## src/rtl/dm_access_ctrl.sv

```systemverilog
// MEM-stage data-memory sequencer: req/ack bus transaction, byte lanes,
// load extension, pipeline stall, misalignment and timeout detection.
module dm_access_ctrl #(
  parameter int unsigned TIMEOUT = 255
) (
  input  logic        clk,
  input  logic        rst,
  input  logic        mem_valid,
  input  logic [5:0]  op,
  input  logic [31:0] addr,
  input  logic [31:0] wdata,
  output logic        stall,
  output logic [31:0] rdata_ext,
  output logic        addr_err,
  output logic        bus_err,
  output logic        bus_req,
  output logic        bus_we,
  output logic [31:0] bus_addr,
  output logic [3:0]  bus_be,
  output logic [31:0] bus_wdata,
  input  logic        bus_ack,
  input  logic [31:0] bus_rdata
);

  localparam logic [5:0] OP_LB  = 6'h20;
  localparam logic [5:0] OP_LH  = 6'h21;
  localparam logic [5:0] OP_LW  = 6'h23;
  localparam logic [5:0] OP_LBU = 6'h24;
  localparam logic [5:0] OP_LHU = 6'h25;
  localparam logic [5:0] OP_SB  = 6'h28;
  localparam logic [5:0] OP_SH  = 6'h29;
  localparam logic [5:0] OP_SW  = 6'h2B;

  localparam logic [7:0] CNT_LAST = 8'(TIMEOUT - 1);

  typedef enum logic [1:0] {IDLE, REQ, DONE, ERR} state_t;

  state_t      state_q, state_d;
  logic [7:0]  cnt_q, cnt_d;
  logic        req_q, req_d;
  logic        we_q, we_d;
  logic [31:0] baddr_q, baddr_d;
  logic [3:0]  be_q, be_d;
  logic [31:0] bwd_q, bwd_d;
  logic [31:0] rext_q, rext_d;
  logic        aerr_q, aerr_d;
  logic        berr_q, berr_d;
  logic [1:0]  lane_q, lane_d;
  logic        lb_q, lb_d;
  logic        lh_q, lh_d;
  logic        sx_q, sx_d;

  logic        is_ld, is_st, sz_b, sz_h, sz_w, sext;
  logic        memop, aligned;
  logic [3:0]  be_n;
  logic [31:0] wd_n;
  logic [31:0] rsh;
  logic [15:0] half;
  logic [31:0] ext;

  always_comb begin
    is_ld = 1'b0;
    is_st = 1'b0;
    sz_b  = 1'b0;
    sz_h  = 1'b0;
    sz_w  = 1'b0;
    sext  = 1'b0;
    case (op)
      OP_LB:  begin is_ld = 1'b1; sz_b = 1'b1; sext = 1'b1; end
      OP_LBU: begin is_ld = 1'b1; sz_b = 1'b1; end
      OP_LH:  begin is_ld = 1'b1; sz_h = 1'b1; sext = 1'b1; end
      OP_LHU: begin is_ld = 1'b1; sz_h = 1'b1; end
      OP_LW:  begin is_ld = 1'b1; sz_w = 1'b1; end
      OP_SB:  begin is_st = 1'b1; sz_b = 1'b1; end
      OP_SH:  begin is_st = 1'b1; sz_h = 1'b1; end
      OP_SW:  begin is_st = 1'b1; sz_w = 1'b1; end
      default: ;
    endcase
  end

  assign memop   = is_ld | is_st;
  assign aligned = ~(sz_h & addr[0]) & ~(sz_w & (addr[1:0] != 2'b00));

  always_comb begin
    be_n = 4'b1111;
    wd_n = wdata;
    if (is_st) begin
      unique case (1'b1)
        sz_b: begin
          be_n = 4'b0001 << addr[1:0];
          wd_n = {4{wdata[7:0]}};
        end
        sz_h: begin
          be_n = addr[1] ? 4'b1100 : 4'b0011;
          wd_n = {2{wdata[15:0]}};
        end
        default: ;
      endcase
    end
  end

  // Lane select uses the address latched at accept, not the live input.
  assign rsh  = bus_rdata >> {lane_q, 3'b000};
  assign half = lane_q[1] ? bus_rdata[31:16] : bus_rdata[15:0];

  always_comb begin
    ext = bus_rdata;
    unique case (1'b1)
      lb_q: ext = {{24{sx_q & rsh[7]}}, rsh[7:0]};
      lh_q: ext = {{16{sx_q & half[15]}}, half};
      default: ;
    endcase
  end

  always_comb begin
    state_d = state_q;
    cnt_d   = cnt_q;
    req_d   = req_q;
    we_d    = we_q;
    baddr_d = baddr_q;
    be_d    = be_q;
    bwd_d   = bwd_q;
    rext_d  = rext_q;
    lane_d  = lane_q;
    lb_d    = lb_q;
    lh_d    = lh_q;
    sx_d    = sx_q;
    aerr_d  = 1'b0;
    berr_d  = 1'b0;
    unique case (state_q)
      IDLE: begin
        if (mem_valid && memop) begin
          if (aligned) begin
            state_d = REQ;
            req_d   = 1'b1;
            we_d    = is_st;
            baddr_d = {addr[31:2], 2'b00};
            be_d    = be_n;
            bwd_d   = wd_n;
            cnt_d   = 8'd0;
            lane_d  = addr[1:0];
            lb_d    = sz_b;
            lh_d    = sz_h;
            sx_d    = sext;
          end else begin
            state_d = ERR;
            aerr_d  = 1'b1;
          end
        end
      end
      REQ: begin
        if (bus_ack) begin
          state_d = DONE;
          req_d   = 1'b0;
          if (!we_q) rext_d = ext;
        end else if (cnt_q == CNT_LAST) begin
          state_d = ERR;
          req_d   = 1'b0;
          berr_d  = 1'b1;
        end else begin
          cnt_d = cnt_q + 8'd1;
        end
      end
      DONE: state_d = IDLE;
      ERR:  state_d = IDLE;
      default: state_d = IDLE;
    endcase
  end

  always_ff @(posedge clk) begin
    if (rst) begin
      state_q <= IDLE;
      cnt_q   <= 8'd0;
      req_q   <= 1'b0;
      we_q    <= 1'b0;
      baddr_q <= 32'd0;
      be_q    <= 4'd0;
      bwd_q   <= 32'd0;
      rext_q  <= 32'd0;
      aerr_q  <= 1'b0;
      berr_q  <= 1'b0;
      lane_q  <= 2'd0;
      lb_q    <= 1'b0;
      lh_q    <= 1'b0;
      sx_q    <= 1'b0;
    end else begin
      state_q <= state_d;
      cnt_q   <= cnt_d;
      req_q   <= req_d;
      we_q    <= we_d;
      baddr_q <= baddr_d;
      be_q    <= be_d;
      bwd_q   <= bwd_d;
      rext_q  <= rext_d;
      aerr_q  <= aerr_d;
      berr_q  <= berr_d;
      lane_q  <= lane_d;
      lb_q    <= lb_d;
      lh_q    <= lh_d;
      sx_q    <= sx_d;
    end
  end

  assign stall     = mem_valid & memop &
                     ((state_q == IDLE) | (state_q == REQ));
  assign rdata_ext = rext_q;
  assign addr_err  = aerr_q;
  assign bus_err   = berr_q;
  assign bus_req   = req_q;
  assign bus_we    = we_q;
  assign bus_addr  = baddr_q;
  assign bus_be    = be_q;
  assign bus_wdata = bwd_q;

endmodule
```

## config.mk

```make
export PLATFORM = sky130hd
export DESIGN_NAME = dm_access_ctrl
export DESIGN_NICKNAME = d
export VERILOG_FILES = /design/src/rtl/dm_access_ctrl.sv
export SDC_FILE = /design/constraint.sdc
export NUM_CORES = 1
export LEC_CHECK = 0
export ABC_CLOCK_PERIOD_IN_PS = 4000
export BUFFER_PORTS_ARGS = -buffer_cell sky130_fd_sc_hd__buf_2
export CAP_MARGIN = 30
export CORE_MARGIN = 5
export CORE_UTILIZATION = 53
export DETAILED_ROUTE_END_ITERATION = 8
export GPL_ROUTABILITY_DRIVEN = 0
export MAX_ROUTING_LAYER = met4
export PLACE_DENSITY_LB_ADDON = 0.15
export SETUP_SLACK_MARGIN = 0.15
export SYNTH_ARGS = -nofsm -noshare
export SYNTH_HDL_FRONTEND = slang
export SYNTH_SLANG_ARGS = --single-unit
```

## constraint.sdc

```tcl
create_clock -name clk -period 4 [get_ports clk]
set_input_delay 0.2 -clock clk [delete_from_list [all_inputs] [get_ports clk]]
set_output_delay 0.2 -clock clk [all_outputs]
set_load 0.01 [all_outputs]
```

======== After elaboration in Yosys (flattened, before gate mapping) ========
Cells that the tools add are included.
word-level totals
  register bits after elaboration ......... 117
  output and inout bits ................... 105
operators by class
  add/sub/neg operators ................... 1
  equality and inequality tests ........... 17
  shift operators ......................... 2
  multiplexer cells ....................... 30
  bitwise gates (word level) .............. 15
  reductions and logical operators ........ 18
operators by type and width
  operator                                                       count
  32-bit one-hot mux with 2 select lines                         2
  6-bit == test, second input constant                           8
  32-bit 2-to-1 mux                                              1
  8-bit 2-to-1 mux                                               4
  32-bit by 5-bit >> shifter with 8-bit output                   1
  16-bit 2-to-1 mux                                              1
  8-bit one-hot mux with 2 select lines                          1
  3-bit OR reduction                                             5
  1-bit 2-to-1 mux                                               12
  8-bit by 1-bit adder with 8-bit output, second input constant  1
  8-bit == test, second input constant                           1
  2-bit 2-to-1 mux                                               4
  4-bit 2-to-1 mux                                               2
  2-bit != test, second input constant                           4
  4-bit one-hot mux with 2 select lines                          1
  1-bit bitwise AND                                              7
  1-bit inverter                                                 6
  2-bit one-hot mux with 3 select lines                          1
  3-bit AND reduction                                            2
  2-bit OR reduction                                             3
  5-bit AND reduction                                            1
  5-bit OR reduction                                             1
  2-bit == test, second input constant                           2
  4-bit AND reduction                                            1
  9 further kinds                                                11

======== Longest topological paths before layout ========
Gate-level depths: netlist (run 1).
  word-level depth ........................ 9
  mapped depth ............................ 7

======== Least setup slack after synthesis (run 1) ========
Ideal clock, no wire load.
  path type ............................... register to register
  start ................................... register lane_q[1]
  end ..................................... register rext_q[23] (netlist: rdata_ext[23])
  setup time .............................. 0.142 ns
  arrival ................................. 1.521 ns
  required time ........................... 3.858 ns
  setup slack ............................. 2.337 ns
  stages on the path, launching flop included .. 6
  cell sequence ........................... dfxtp_1 mux4_2 and2_4 o21ai_4 buf_2 a311oi_1
on the way
  longest elaborated chain between the ends .. 3
ends and longest elaborated chain
  item                                                                                      RTL line  text
  start, declared                                                                           48        logic [1:0] lane_q, lane_d;
  start signal, assigned                                                                    197       lane_q <= lane_d;
  32-bit by 5-bit >> shifter with 8-bit output / 16-bit 2-to-1 mux (equally long branches)  103, 104
  1-bit bitwise AND (on tied branches)                                                      109, 110
  32-bit one-hot mux with 2 select lines *                                                  108       unique case (1'b1)
  end signal, assigned                                                                      194       rext_q <= rext_d;
  end, declared                                                                             45        logic [31:0] rext_q, rext_d;
Mark *: on every way between the ends. The rest lies on a longest branch, timed or not.
A chain may end at the register's enable or synchronous reset.

======== Worst setup path in the final report (run 1) ========
  start ................................... register lane_q[1]
  end ..................................... register rext_q[18] (netlist: rdata_ext[18])
The elaborated chain is that of the path after synthesis.

==> qor.csv, run 1 <==
stage,metric,value,unit
sta,Tightest Pin Transition,0.835,ns
sta,Hold Slack,0.0294,ns
sta,RSZ-0062 raised after global routing,no,
clock_network,total CTS buffers,17,
die,Die Height,112,um
run,max cap viols,0,
clock_network,Clock Tree Root,clkbuf_8,
place,DP Wirelength,11900,um
global_route,number of global-route vias before repair,5928,
logic_synthesis,Synth area leaders,"dfxtp_1, a21oi_1, o21ai_0",
layout,Antenna Diode Count,0,
logic_synthesis,Synth cell types,58,
clock_network,post-CTS setup buffers,0,
sta,Post-Route Setup TNS,0,ns
detailed_routing,final WL,18500,um
place,PortBufs,208,
sta,Pins Over Slew Limit,0,
pwr,Overall Power,2.86,mW
logic_synthesis,Main synth FF type,dfxtp_1,
die,I/O Pins,211,
worst_setup_path,"Worst Path Class, Setup",reg -> reg,
logic_synthesis,post-synth top area share,42.5,%
logic_synthesis,post-synthesis async set-or-reset flop share,0,%
clock_network,clk_lat worst skew,0.51,ns
pwr,Lkg Pwr,3.12,nW
sta,# setup viols final,0,
worst_setup_path,element type at the critical path start,flip-flop,
layout,final net count,971,
pwr,VDD IR max,0.257,mV
sta,final worst-path cycle share,57.3,%
detailed_routing,DRC Markers,0,
layout,Reg area,0.00234,sq mm
worst_setup_path,Setup crit end kind,flip-flop,
logic_synthesis,synth warn,0,
sta,post-layout min period,2.29,ns
global_route,remaining global-route overflow,0,
die,Rows,37,
logic_synthesis,"FF+latch count, synth",117,
global_route,initial antenna violation count,0,
detailed_routing,first-pass iteration count of the detailed router,6,
detailed_routing,via count,6019,
sta,fmax,0.437,GHz
logic_synthesis,Yosys top cell by area,dfxtp_1,
logic_synthesis,syn avg cell area,8.58,sq um
die,Die ar.,0.0125,sq mm
logic_synthesis,sequential cell area fraction in the yosys report,42.5,%
layout,layout cells sized above 1,31.9,%
status,status,"complete, no violations",
global_route,first-pass GRT wire length,29900,um
logic_synthesis,"EDFF count, synth",0,
die,Core ar.,0.0102,sq mm
layout,Layout area overhead,37.3,%
clock_network,CTS clock-pin slew for the worst setup and hold paths,0.06,ns
sta,final hold violation count,0,
worst_setup_path,Critical Path Fanout Max,21,
die,Die W,112,um
sta,Max Clock Skew,0.00883,ns
die,initial core utilization,53.9,%
detailed_routing,ANT nets after route,0,
clock_network,# H-tree levels,4,
detailed_routing,Avg Vias per Cell,5.95,
sta,relative slew slack,44.3,%
logic_synthesis,synthesized area,0.00551,sq mm
layout,Fillers,791,
detailed_routing,drt wl/cell,18.3,um
clock_network,total clock sinks,117,
pwr,PwrDens,378,mW/mm^2
logic_synthesis,post-synthesis instance total,643,
clock_network,clk buf depth,2,
layout,area of the multi-input gates,0.00283,sq mm
worst_setup_path,CP Data Required Time,4.36,ns
worst_setup_path,WP data arrival,2.65,ns
min_path,HP Class,in -> reg,
global_route,overall routing resource usage,29.6,%
detailed_routing,initial DRC count,569,
global_route,largest net degree at the start of global routing,90,
clock_network,CTS tree,built,
## metrics by stage
step,area [sq um],utilization (%),std cells,setup WS [ns]
5_1_grt,7570,74.0,1011,1.58
2_1_floorplan,5520,-,644,2.34
3_5_place_dp,6490,63.4,925,1.61
6_report,7570,74.0,1011,1.71
4_1_cts,7550,73.8,1010,1.72
3_3_place_gp,6450,63.0,923,1.73
## placed cells by master (no fill, tap or decap), types with 14 or more instances in the layout
| cell | Yosys | final |
|---|---|---|
| a311oi_1 | 22 | 22 |
| dlygate4sd3_1 | 0 | 54 |
| nand2_1 | 38 | 38 |
| buf_2 | 21 | 207 |
| nor2_1 | 37 | 36 |
| mux2i_1 | 19 | 19 |
| o2111ai_1 | 17 | 17 |
| a211oi_1 | 18 | 18 |
| o21ai_0 | 66 | 66 |
| mux2_2 | 14 | 14 |
| a21oi_1 | 78 | 78 |
| dfxtp_1 | 117 | 117 |
| clkbuf_16 | 0 | 16 |
| nand3_1 | 52 | 52 |
## Yosys cell counts (all sizes together), types with 2 or more instances
cell type,instances
or2,2
nand3,52
or4,2
a211oi,18
nor2b,3
and2,3
nor4,2
a311oi,22
mux2i,19
nand2b,7
nor3b,2
a22oi,8
a21boi,4
nand4,5
nor3,6
nand4b,2
nand2,38
o21ai,69
buf,30
nand3b,2
dfxtp,117
a221oi,10
ha,2
mux2,14
clkbuf,40
o2111ai,17
a31oi,3
o21a,2
o221a,6
nor2,38
a21oi,78
inv,6
## where the power goes
group	internal, mW	switching [mW]
Combinational	0.138	0.176
Sequential	1.19	0.0134
Clock	0.828	0.516
Total	2.15	0.705
## what timing repair did
action | 4_1_cts | 5_1_grt
endpoints found under the hold margin | 54 | 0
hold buffers | 54 | 0
resized for setup | 0 | 0
## critical path, cell delays in order (launching register included)
cell      delay (ns)
dfxtp_1         0.82
mux4_2          0.58
and2_4          0.19
o21ai_4         0.38
a311oi_1        0.17
## registers in the layout (all words and copies together) (netlist names)
name	flops
sx_q	1
bus_be	4
bus_addr	30
bus_err	1
bus_req	1
lane_q	2
lh_q	1
lb_q	1
bus_wdata	32
cnt_q	8
bus_we	1
addr_err	1
rdata_ext	32
state_q	2
## path summary, 6_finish.rpt
path | start | endpoint | slack (ns) | cells after the start
worst min register to register | bus_addr[29]$_SDFFE_PP0P_ | bus_addr[29]$_SDFFE_PP0P_ | 0.47 | 2
worst max register to register | lane_q[1]$_SDFFE_PP0P_ | rdata_ext[18]$_SDFFE_PP0P_ | 1.71 | 4
worst min-delay path | addr[1] | lane_q[1]$_SDFFE_PP0P_ | 0.03 | 3
worst max-delay path | lane_q[1]$_SDFFE_PP0P_ | rdata_ext[18]$_SDFFE_PP0P_ | 1.71 | 4
## routing by layer
layer	share of wire (%)	up-vias	routed length (um)	GRT usage (%)
li1	-	2850	-	-
met1	41	2805	7620	36.5
met2	48	318	8890	47.2
met3	8.3	46	1530	7.77
met4	2.4	0	435	10.1
met5	0	-	0	-
## logic make-up after synthesis
group                      count (synthesis)  share of synthesized area (%)
AOI/OAI and AO/OA                        244                           28.5
buffers and inverters                     76                           6.51
and+or+nand+nor                          169                           15.3
adders and majority gates                  2                          0.454
DFF                                      117                           42.5
other                                      1                         0.0680
muxes                                     34                           6.72
## layout make-up
class / instances / area share [%]
inverter: 6 / 0.298
tap: 136 / 2.25
timing repair buffer: 270 / 22.2
clock inverter: 10 / 1.11
sequential: 117 / 30.9
clock buffer: 21 / 5.80
multi-input combinational: 451 / 37.4
Power figures use the tool's default switching activity.
==> run 2: changes to the inputs <==
--- a/config.mk
+++ b/config.mk
@@ -5,11 +5,11 @@
 export SDC_FILE = /design/constraint.sdc
 export NUM_CORES = 1
 export LEC_CHECK = 0
-export ABC_CLOCK_PERIOD_IN_PS = 4000
+export ABC_CLOCK_PERIOD_IN_PS = 2300
 export BUFFER_PORTS_ARGS = -buffer_cell sky130_fd_sc_hd__buf_2
 export CAP_MARGIN = 30
 export CORE_MARGIN = 5
-export CORE_UTILIZATION = 53
+export CORE_UTILIZATION = 49
 export DETAILED_ROUTE_END_ITERATION = 8
 export GPL_ROUTABILITY_DRIVEN = 0
 export MAX_ROUTING_LAYER = met4
==> constraint.sdc (replaced) <==
create_clock -name clk -period 2.3 [get_ports clk]
set_input_delay 0.115 -clock clk [delete_from_list [all_inputs] [get_ports clk]]
set_output_delay 0.115 -clock clk [all_outputs]
set_load 0.01 [all_outputs]
==> run 2 against run 1 <==
Compared with the run above: final area increased by 1.8%; largest cell class unchanged; highest routed layer unchanged; sequential power increased by 74%; flip-flop and latch count unchanged; critical path type unchanged.
==> qor.csv, run 2 (synthesis gave the netlist of run 1 again) <==
stage,metric,value,unit,change
clock_network,clk buf depth,2,,unchanged
detailed_routing,initial DRC count,535,,-6.0%
place,PortBufs,208,,unchanged
detailed_routing,ANT nets after route,0,,unchanged
clock_network,clk_lat worst skew,0.41,ns,-0.10 ns
layout,final net count,973,,+0.21%
die,Die ar.,0.0135,sq mm,+7.4%
layout,fin cells,1019,,+0.79%
die,I/O Pins,211,,unchanged
pwr,power share of the clock group,52.5,%,+5.5 points
sta,fmax,0.502,GHz,+15%
pwr,Lkg Pwr,3.19,nW,+2.4%
pwr,VDD IR max,0.564,mV,+120%
sta,Max Clock Skew,0.00905,ns,+0.000219 ns
clock_network,total clock sinks,117,,unchanged
worst_setup_path,"Worst Path Class, Setup",reg -> reg,,
worst_setup_path,element type at the critical path start,flip-flop,,
worst_setup_path,Worst Path Buf+Inv,1,,+1
die,initial core utilization,50.4,%,-3.5 points
worst_setup_path,Setup crit end kind,flip-flop,,
place,Placed Cells,939,,+1.5%
sta,relative slew slack,52.6,%,+8.2 points
sta,post-layout min period,1.99,ns,-0.297 ns
detailed_routing,via count,5993,,-0.43%
min_path,Hold Crit Start,bus_rdata[23],,
worst_setup_path,critical-path cell list,"nand2b_1, or4_4, buf_4, o21ai_0, a21oi_1",,
clock_network,CTS tree,built,,
layout,Layout area overhead,39.7,%,
pwr,Power Internal,4.31,mW,+100%
detailed_routing,first-pass iteration count of the detailed router,8,,+2
clock_network,Clock Tree Root,clkbuf_16,,
global_route,number of global-route vias before repair,5720,,-3.5%
worst_setup_path,"Slowest-stage cell, CP",or4_4,,
place,placed cell areas,0.00658,sq mm,+1.4%
pwr,Seq pwr share,37.7,%,-4.3 points
detailed_routing,Avg Vias per Cell,5.88,,-1.2%
global_route,largest net degree at the start of global routing,69,,-23%
layout,cell area after layout,0.00770,sq mm,+1.8%
clock_network,# H-tree levels,4,,unchanged
sta,final hold violation count,0,,unchanged
sta,final worst-path cycle share,86.7,%,+29 points
global_route,initial antenna violation count,0,,unchanged
min_path,HP Class,in -> reg,,
detailed_routing,final WL,18000,um,-2.8%
worst_setup_path,crit path from,state_q[0]$_SDFFE_PP0P_,,
global_route,first-pass GRT wire length,28400,um,-4.9%
die,Die Height,116,um,+3.6%
worst_setup_path,Critical Path Fanout Max,54,,+160%
layout,most frequent cells in the layout,"buf_2, dfxtp_1, a21oi_1",,
run,max cap viols,0,,unchanged
pwr,Sw Ratio,22.2,%,-2.5 points
pwr,Net Sw Power,1.23,mW,+74%
place,DP Wirelength,12100,um,+1.7%
status,status,"complete, no violations",,
clock_network,post-CTS setup buffers,0,,unchanged
detailed_routing,DRC Markers,0,,unchanged
clock_network,total CTS buffers,17,,unchanged
sta,# setup viols final,0,,unchanged
clock_network,CTS clock-pin slew for the worst setup and hold paths,0.05,ns,about the same
pwr,Overall Power,5.54,mW,+94%
die,Core ar.,0.0109,sq mm,+6.9%
global_route,overall routing resource usage,27.3,%,-2.3 points
detailed_routing,drt wl/cell,17.6,um,-3.5%
layout,layout cells sized above 1,32.9,%,+1.0 points
worst_setup_path,worst r2r src,state_q[0]$_SDFFE_PP0P_,,
worst_setup_path,worst stage delay on the critical path,0.51,ns,-0.31 ns
layout,"most common cell after layout, fill and taps aside",buf_2,,
sta,RSZ-0062 raised after global routing,no,,
pwr,Logic pwr share,9.8,%,-1.2 points
global_route,remaining global-route overflow,0,,unchanged
worst_setup_path,Crit path max-delay family,simple AND/OR/NAND/NOR gates,,
worst_setup_path,CP Data Required Time,2.57,ns,-1.79 ns
worst_setup_path,WP data arrival,2.27,ns,-0.38 ns
sta,Tightest Pin Transition,0.711,ns,-0.124 ns
die,Die W,116,um,+3.6%
die,Rows,38,,+2.7%
sta,Post-Route Setup TNS,0,ns,unchanged
sta,Pins Over Slew Limit,0,,unchanged
pwr,PwrDens,718,mW/mm^2,+90%
layout,Fillers,872,,+10%
[run 2: changes by cell type in the layout (fill, tap and decap cells not counted)]
cell / previous run / this run
diode_2: 0 / 1
clkinv_4: 1 / 0
bufinv_16: 1 / 5
clkinv_2: 6 / 3
dlygate4sd3_1: 54 / 47
clkbuf_8: 2 / 3
buf_8: 2 / 0
clkbuf_16: 16 / 17
buf_12: 0 / 3
buf_16: 1 / 0
clkinvlp_4: 2 / 1
buf_4: 6 / 15
[run 2: worst paths after layout]
| kind | slack, ns | endpoint | cells past startpoint |
|---|---|---|---|
| worst max-delay path | 0.31 | bus_addr[13]$_SDFFE_PP0P_ | 5 |
| worst min-delay path | 0.02 | rdata_ext[23]$_SDFFE_PP0P_ | 3 |
| worst max register to register | 0.31 | bus_addr[13]$_SDFFE_PP0P_ | 5 |
| worst min register to register | 0.47 | bus_wdata[26]$_SDFFE_PP0P_ | 2 |
[run 2: metal layers]
metal  global-route usage [%]  wire [um]  part of all wire [%]  vias up
met5                        -          0                     0        -
met1                     33.8       7330                    41     2836
met2                     42.5       8630                    48      263
met3                     6.48       1490                   8.3       45
li1                         -          -                     -     2849
met4                     11.8        518                   2.9        0
[run 2: final cells by class]
class                      instances  area (sq um)  area share (%)
antenna                            1          2.50          0.0325
inverter                           6          22.5           0.292
multi-input combinational        451          2830            36.8
clock buffer                      23           478            6.20
sequential                       117          2340            30.4
timing repair buffer             272          1680            21.8
clock inverter                     9           173            2.24
tap                              140           175            2.27
[run 2: stage by stage]
step	util [%]	hold WS, ns	setup slack [ns]
after floorplan	-	0.263	0.637
after global placement	60.2	0.369	0.386
after detailed placement	60.2	0.376	0.345
after CTS	70.4	0.000548	0.408
after global routing	70.4	0.0234	0.195
final	70.5	0.0157	0.307
[run 2: worst register-to-register path, delay by kind of cell, from the launching register on]
kind / cells / cell delay (ns)
AND/OR/NAND/NOR: 2 / 0.71
buffers and inverters: 1 / 0.32
flip-flops: 1 / 0.37
AO/OA/AOI/OAI: 2 / 0.45
[run 2: timing repair]
item,in CTS,in global routing
hold buffers,47,0
endpoints found under the hold margin,47,0
setup endpoints to repair,0,0
resized for setup,0,0
[run 2: power by group through the flow]
stage	logic [mW]	clock network, mW	registers, mW
finish	0.542	2.91	2.09
global route	0.591	3.04	2.09
CTS	0.533	2.94	2.08
detailed placement	0.469	0	2.13
global placement	0.461	0	2.13
floorplan	0.243	0	2.14
==> run 3: changes to the inputs <==
--- a/config.mk
+++ b/config.mk
@@ -12,7 +12,6 @@
 export CORE_UTILIZATION = 49
 export DETAILED_ROUTE_END_ITERATION = 8
 export GPL_ROUTABILITY_DRIVEN = 0
-export MAX_ROUTING_LAYER = met4
 export PLACE_DENSITY_LB_ADDON = 0.15
 export SETUP_SLACK_MARGIN = 0.15
 export SYNTH_ARGS = -nofsm -noshare
==> run 3 against run 2 <==
Compared with the run above: sequential power hardly changed; largest power group unchanged; cell count is the same; register-to-register slack about the same; via count decreased by 0.33%; die area did not move; combinational power about the same.
==> qor.csv, run 3 (synthesis gave the netlist of run 1 again) <==
stage,metric,value,unit,change
clock_network,CTS tree,built,,
clock_network,CTS clock-pin slew for the worst setup and hold paths,0.05,ns,about the same
place,PortBufs,208,,unchanged
worst_setup_path,Critical Path Fanout Max,54,,unchanged
sta,# setup viols final,0,,unchanged
die,Die ar.,0.0135,sq mm,unchanged
global_route,initial antenna violation count,0,,unchanged
global_route,largest net degree at the start of global routing,69,,unchanged
sta,Post-Route Setup TNS,0,ns,unchanged
place,DP Wirelength,12100,um,unchanged
sta,final hold violation count,0,,unchanged
layout,final net count,973,,unchanged
layout,most frequent cells in the layout,"buf_2, dfxtp_1, a21oi_1",,
place,Placed Cells,939,,unchanged
detailed_routing,DRC Markers,0,,unchanged
layout,layout cells sized above 1,32.9,%,unchanged
sta,post-layout min period,2.00,ns,+0.00681 ns
layout,Layout area overhead,39.7,%,unchanged
clock_network,Post-CTS Resized,0,,unchanged
detailed_routing,initial DRC count,472,,-12%
min_path,HP Class,in -> reg,,
pwr,Overall Power,5.54,mW,about the same
clock_network,# H-tree levels,4,,unchanged
die,Die W,116,um,unchanged
run,max cap viols,0,,unchanged
worst_setup_path,"Worst Path Class, Setup",reg -> reg,,
detailed_routing,ANT nets after route,0,,unchanged
detailed_routing,via count,5973,,-0.33%
layout,"most common cell after layout, fill and taps aside",buf_2,,
worst_setup_path,CP Data Required Time,2.57,ns,about the same
sta,Pins Over Slew Limit,0,,unchanged
clock_network,total clock sinks,117,,unchanged
pwr,PwrDens,719,mW/mm^2,about the same
die,Core ar.,0.0109,sq mm,unchanged
sta,fmax,0.500,GHz,-0.34%
worst_setup_path,element type at the critical path start,flip-flop,,
status,status,"complete, no violations",,
detailed_routing,final WL,18000,um,about the same
sta,setup ws final,0.300,ns,-0.00681 ns
layout,fin cells,1019,,unchanged
die,initial core utilization,50.4,%,unchanged
global_route,remaining global-route overflow,0,,unchanged
die,Die Height,116,um,unchanged
min_path,number of cells on the worst hold path,3,,unchanged
worst_setup_path,WP data arrival,2.27,ns,about the same
detailed_routing,Avg Vias per Cell,5.86,,-0.33%
sta,RSZ-0062 raised after global routing,no,,
die,I/O Pins,211,,unchanged
sta,relative slew slack,51.9,%,-0.66 points
sta,Tightest Pin Transition,0.721,ns,+0.00992 ns
clock_network,clk_lat worst skew,0.41,ns,about the same
clock_network,clk buf depth,2,,unchanged
detailed_routing,drt wl/cell,17.6,um,about the same
die,Rows,38,,unchanged
sta,Max Clock Skew,0.00523,ns,-0.00382 ns
global_route,number of global-route vias before repair,5712,,-0.14%
layout,Util after Layout,70.5,%,unchanged
detailed_routing,first-pass iteration count of the detailed router,5,,-3
worst_setup_path,R2R depth,5,,unchanged
global_route,first-pass GRT wire length,28400,um,about the same
layout,Fillers,872,,unchanged
global_route,overall routing resource usage,26.5,%,-0.83 points
place,setup slack at placement,0.345,ns,unchanged
clock_network,total CTS buffers,17,,unchanged
clock_network,Clock Tree Root,clkbuf_16,,
worst_setup_path,Setup crit end kind,flip-flop,,
pwr,VDD IR max,0.564,mV,about the same
sta,final worst-path cycle share,87.0,%,+0.30 points
pwr,Lkg Pwr,3.19,nW,unchanged
==> run 3: cell counts in the layout (fill, tap and decap cells not counted) <==
Identical to the previous run, type by type.
==> run 3: area by class of cell <==
cell class                      instances  area, sq um  area share [%]
Clock inverter                          9          173            2.24
Sequential cell                       117         2340            30.4
Clock buffer                           23          478            6.20
Antenna cell                            1         2.50          0.0325
Timing Repair Buffer                  272         1680            21.8
Inverter                                6         22.5           0.292
Tap cell                              140          175            2.27
Multi-Input combinational cell        451         2830            36.8
==> run 3: critical path, stage by stage, from the launching register on <==
cell and delay (ns):
dfxtp_1 0.37, nand2b_1 0.20, or4_4 0.52, buf_4 0.32, o21ai_0 0.31, a21oi_1 0.12
==> run 3: power breakdown <==
group	switching [mW]	leakage (nW)	internal (mW)	total, mW
clock network	0.908	0.317	2.00	2.91
logic	0.301	1.93	0.241	0.542
registers	0.0202	0.945	2.07	2.09
total	1.23	3.19	4.31	5.54
==> run 3: metal layers <==
metal	track usage, %	vias up	wire length [um]
met4	11.8	0	543
met1	32.5	2817	7220
li1	-	2851	-
met3	8.51	44	1680
met2	42.5	261	8520
met5	0	-	0
==> run 3: repair_timing <==
item                       CTS  global route
buffers inserted             0             0
hold endpoints to repair    47             0
hold buffers                47             0
setup endpoints to repair    0             0
==> run 3: stage by stage <==
stage / hold WS, ns / cell area [sq um]
finish: 0.0133 / 7700
global route: 0.0219 / 7700
CTS: 0.000548 / 7700
detailed placement: 0.376 / 6580
global placement: 0.369 / 6580
floorplan: 0.263 / 5520
==> run 3: path summary, 6_finish.rpt <==
path                              startpoint                          to  slack [ns]
setup / recovery     state_q[0]$_SDFFE_PP0P_   bus_addr[13]$_SDFFE_PP0P_        0.30
hold / removal                 bus_rdata[23]  rdata_ext[23]$_SDFFE_PP0P_        0.01
setup reg to reg     state_q[0]$_SDFFE_PP0P_   bus_addr[13]$_SDFFE_PP0P_        0.30
hold reg to reg   bus_wdata[26]$_SDFFE_PP0P_  bus_wdata[26]$_SDFFE_PP0P_        0.47
